===== src/rtl/keccak_pkg.sv =====
// Shared Keccak-f[1600] definitions: lane/state types, rate constants and
// string-index helpers (string lane i = 5y + x).
package keccak_pkg;

    localparam int LANE_W    = 64;
    localparam int NUM_LANES = 25;

    // Rate portion of the state, in lanes, for the standard FIPS 202 instances
    localparam int RATE_SHA3_224 = 18;
    localparam int RATE_SHA3_256 = 17;
    localparam int RATE_SHA3_384 = 13;
    localparam int RATE_SHA3_512 = 9;
    localparam int RATE_SHAKE128 = 21;
    localparam int RATE_SHAKE256 = 17;

    typedef logic [LANE_W-1:0] lane_t;
    typedef lane_t [0:4][0:4]  state_t;

    typedef enum logic {
        ST_IDLE = 1'b0,
        ST_SEND = 1'b1
    } ser_state_e;

    function automatic logic [2:0] lane_x(input logic [4:0] i);
        return 3'(i % 5'd5);
    endfunction

    function automatic logic [2:0] lane_y(input logic [4:0] i);
        return 3'(i / 5'd5);
    endfunction

endpackage


===== src/rtl/keccak_lane_select.sv =====
// Combinational 25:1 lane mux: picks A[i mod 5][i div 5] for string lane i.
// Indices outside 0..24 return zero.
module keccak_lane_select
    import keccak_pkg::*;
(
    input  state_t     state,
    input  logic [4:0] idx,
    output lane_t      lane
);

    always_comb begin
        lane = '0;
        for (int i = 0; i < NUM_LANES; i++) begin
            if (idx == 5'(i)) begin
                lane = state[lane_x(5'(i))][lane_y(5'(i))];
            end
        end
    end

endmodule


===== src/rtl/keccak_state_serializer.sv =====
// Captures a full Keccak-f[1600] state and streams its first num_lanes lanes
// in string order (i = 5y + x) over a valid/ready lane interface.
module keccak_state_serializer #(
    parameter int LANE_W    = 64,
    parameter int MAX_LANES = 25
) (
    input  logic                          clk,
    input  logic                          reset,
    input  logic                          load_valid,
    output logic                          load_ready,
    input  logic [0:4][0:4][LANE_W-1:0]   state_in,
    input  logic [4:0]                    num_lanes,
    output logic [LANE_W-1:0]             lane_out,
    output logic [4:0]                    lane_idx,
    output logic                          lane_valid,
    input  logic                          lane_ready,
    output logic                          lane_last,
    output logic                          done
);

    import keccak_pkg::*;

    ser_state_e state_q;
    logic [4:0] cnt_q;
    logic [4:0] last_q;
    state_t     lanes_q;
    logic       done_q;
    logic [4:0] eff_lanes;
    lane_t      lane_sel;

    // Zero or out-of-range counts fall back to emitting the whole state
    always_comb begin
        eff_lanes = num_lanes;
        if (num_lanes == 5'd0 || num_lanes > 5'(MAX_LANES)) begin
            eff_lanes = 5'(MAX_LANES);
        end
    end

    always_ff @(posedge clk or negedge reset) begin
        if (!reset) begin
            state_q <= ST_IDLE;
            cnt_q   <= '0;
            last_q  <= '0;
            lanes_q <= '0;
            done_q  <= 1'b0;
        end else begin
            done_q <= 1'b0;
            case (state_q)
                ST_IDLE: begin
                    if (load_valid) begin
                        lanes_q <= state_in;
                        last_q  <= eff_lanes - 5'd1;
                        cnt_q   <= '0;
                        state_q <= ST_SEND;
                    end
                end
                ST_SEND: begin
                    if (lane_ready) begin
                        if (cnt_q == last_q) begin
                            state_q <= ST_IDLE;
                            cnt_q   <= '0;
                            done_q  <= 1'b1;
                        end else begin
                            cnt_q <= cnt_q + 5'd1;
                        end
                    end
                end
                default: state_q <= ST_IDLE;
            endcase
        end
    end

    keccak_lane_select u_lane_select (
        .state (lanes_q),
        .idx   (cnt_q),
        .lane  (lane_sel)
    );

    // Every output is a function of registered state only; lane_ready never
    // reaches an output combinationally.
    assign lane_out   = lane_sel;
    assign lane_idx   = cnt_q;
    assign load_ready = (state_q == ST_IDLE);
    assign lane_valid = (state_q == ST_SEND);
    assign lane_last  = (state_q == ST_SEND) && (cnt_q == last_q);
    assign done       = done_q;

endmodule

===== config.mk =====
export PLATFORM = sky130hd
export DESIGN_NAME = keccak_state_serializer
export DESIGN_NICKNAME = d
export VERILOG_FILES = /design/src/rtl/keccak_pkg.sv /design/src/rtl/keccak_lane_select.sv /design/src/rtl/keccak_state_serializer.sv
export SDC_FILE = /design/constraint.sdc
export NUM_CORES = 2
export LEC_CHECK = 0
export BUFFER_PORTS_ARGS = -buffer_cell sky130_fd_sc_hd__buf_2
export CORE_AREA = 2 2 655 657
export CTS_CLUSTER_DIAMETER = 60
export DETAILED_ROUTE_END_ITERATION = 7
export DIE_AREA = 0 0 657 659
export GPL_TIMING_DRIVEN = 0
export PLACE_DENSITY = 0.42
export SYNTH_ARGS = -nofsm -noshare
export SYNTH_HDL_FRONTEND = slang
export SYNTH_SLANG_ARGS = --single-unit
export TNS_END_PERCENT = 5

===== constraint.sdc =====
create_clock -name clk -period 6 [get_ports clk]
set_clock_uncertainty 0.2 [all_clocks]
set_input_delay 0.6 -clock clk [delete_from_list [all_inputs] [get_ports clk]]
set_output_delay 0.6 -clock clk [all_outputs]
set_load 0.05 [all_outputs]

==> metrics.csv <==
metric,value,unit
fillers,46200,
initial_core_util,17.4,%
crit_path_cell_trace,"ha_4, buf_12, buf_12, buf_16, buf_16, buf_16, and3_4, ha_4, clkinvlp_4, buf_6, nand2_8, nor2_4, o211ai_1, a21oi_2, a221o_1, buf_2",
hold_viol,0,
routabilityCongestion,0.981,
drt-initial-drc-count,9322,
slew_violations,26,
via_per_inst,4.75,
core-area,0.426,mm^2
dieArea,0.433,mm^2
required,5.20,ns
p_per_area,577,mW/mm^2
maxCapViolations,4,
row_count,240,
ant_nets,0,
synthesis.nets,10800,
synthTopCellsByArea,"dfrtp_1, nand2_1, clkbuf_1, o22ai_1, a21oi_1",
crit_path_top_delay_cell,o211ai_1,
fin_crit_sh,105,%
multi_input_area,0.0343,mm^2
met3_usage,4.89,%
ioPinCount,1682,
crit_fanout,6,
synth_cell_types,95,
grt_max_degree,160,
critical_path.most_common_cell,buf_16,
overflow,0,
setup_viol,34,
synth_top_area_share,54.3,%
grt_pass1_wl,934,mm
dieHeight,659,um
worst_slew_pin_slew,1.67,ns
drt_wl_total,751,mm
hold_class,in2async,
synth_ff_type,dfrtp_1,
netlist.top_cell.by_area,dfrtp_1,
first_global_vias,88700,
use_met1,39.5,%
place_area,0.0914,mm^2
ys_warn_count,0,
critPathArrivalTime,5.50,ns
clkTransAtPathRegs,0.06,ns
fin_cells,18900,
startpoint_type,flop,
final-seq-area,0.0403,mm^2
htree_levels,5,
busiest_layer,met2,
worst_path_largest_cell_delay,0.81,ns
fin_ws,-0.302,ns
ys_seq_area_share,54.3,%
io_buffers,1681,
utilization,28.4,%
syn_inst,9219,
die_x,657,um
post-route-cell-area,0.121,mm^2
grt_util_met2,55.6,%
cts-root-buf,clkbuf_16,
insertion_delay,0.96,ns
criticalPathCategory,reg2out,
status,finished with violations,
power.total,0.0698,W
startpoint,lane_idx[0],
yosysMostFrequentCell,nand2_1,
fmax,159,MHz
cts.sinks,1612,
rsz0062_at_grt,yes,
r2r-start,lane_valid,
clk_path_buf_depth,4,
fin_crit,6.30,ns
ir_drop,0.225,mV
gr-usage-all-layers,33.5,%
max_slew_margin,-11.8,%
synth_common_cells,"nand2_1, dfrtp_1, clkbuf_1",
leakagePower,59.0,nW
cts_tree,done,
netlist_area,0.0743,mm^2
vias,89700,
dp_cells,16700,
dp_slack,-3.64,ns
critPathCaptureType,output port,
antenna_found_initial,204,
nets,14500,
area_growth,62.8,%
ys_ff_latch,1612,
dp_hpwl,618,mm
async_reset_ff_share,100,%
wl_per_cell,39.7,um
cts_buffers,262,
violations,"capacitance limit, slew limit, setup timing",
synth_edf_count,0,
avgSynthCellArea,8.06,um^2
drtPass1Iterations,6,
drive_gt1_share,22.6,%
drc,0,
metal layers:
layer	routed length, um	vias up	share of wire (%)
met5	165	-	0.022
met3	41300	1475	5.5
met4	66900	26	8.9
met2	349000	4893	47
li1	-	37900	-
met1	293000	45400	39
registers in the layout, summed over array words and instances (netlist names):
register / cells
lanes_q: 1600
lane_idx: 5
last_q: 5
done: 1
lane_valid: 1
timing repair:
action,4_1_cts,5_1_grt
gates resized for setup,739,96
hold buffers,1612,0
setup endpoints to repair,64,47
buffers inserted,70,7
pin swaps,66,32
gates cloned,3,0
endpoints found under the hold margin,1799,0
critical path: cells and delay by family (launching register included):
kind	cells	cell delay (ns)
simple gates	3	0.74
compound gates	3	1.49
flops	1	0.51
fa+ha+maj	2	0.45
buf+inv	8	1.27
through the flow:
stage / hold slack (ns) / setup TNS (ns)
finish: 0.0202 / -3.23
global route: 0.0676 / -2.20
CTS: 0.0217 / -5.62
floorplan: 0.104 / -0.239
detailed placement: 0.256 / -153.30
global placement: 0.253 / -
cell families (layout without fill, tap and decap cells):
kind of cell	Yosys count	after routing	share of synthesized area (%)
AO/OA/AOI/OAI	1374	1374	12.5
XOR/XNOR	8	8	0.0943
adder cells (fa/ha/maj)	6	6	0.101
buffers and inverters	659	4580	3.64
flip-flops	1612	1612	54.3
multiplexers	1	1	0.0135
other	0	67	0
AND/OR/NAND/NOR	5559	5559	29.3
layout by cell type, fill, tap and decap left out, types with 40 or more instances in the layout:
master / instances
nand2_1: 4975
buf_2: 1719
dlygate4sd3_1: 1612
dfrtp_1: 1607
clkbuf_1: 398
clkbuf_16: 265
nor2_1: 253
a21oi_1: 218
o22ai_1: 196
o21ai_0: 179
buf_4: 161
a22oi_1: 143
clkbuf_2: 83
diode_2: 67
a221oi_1: 60
a221o_1: 50
nor3_1: 43
buf_6: 40
clkbuf_8: 40
area by class of cell:
type,count,share of cell area [%]
Antenna cell,67,0.139
Clock inverter,136,1.59
Buffer,628,2.71
Inverter,25,0.0817
Clock buffer,337,5.99
Multi-Input combinational cell,6948,28.3
Timing Repair Buffer,3454,21.9
Sequential cell,1612,33.4
Tap cell,5687,5.88
worst paths after layout:
path                                 end  slack [ns]  cells after the start
max                         lane_out[19]       -0.30                     16
min                          lanes_q[76]        0.02                      2
max reg2reg                 lanes_q[755]        0.85                      7
min reg2reg                lanes_q[1521]        0.27                      2
max in group asynchronous   lanes_q[531]        2.02                      7
min in group clk           lanes_q[1280]        0.19                      4
power by group:
part	switching (W)	internal (W)
sequential	0.00582	0.0160
clock	0.00656	0.00998
combinational	0.0227	0.00878
(Power assumes the default switching activity.)
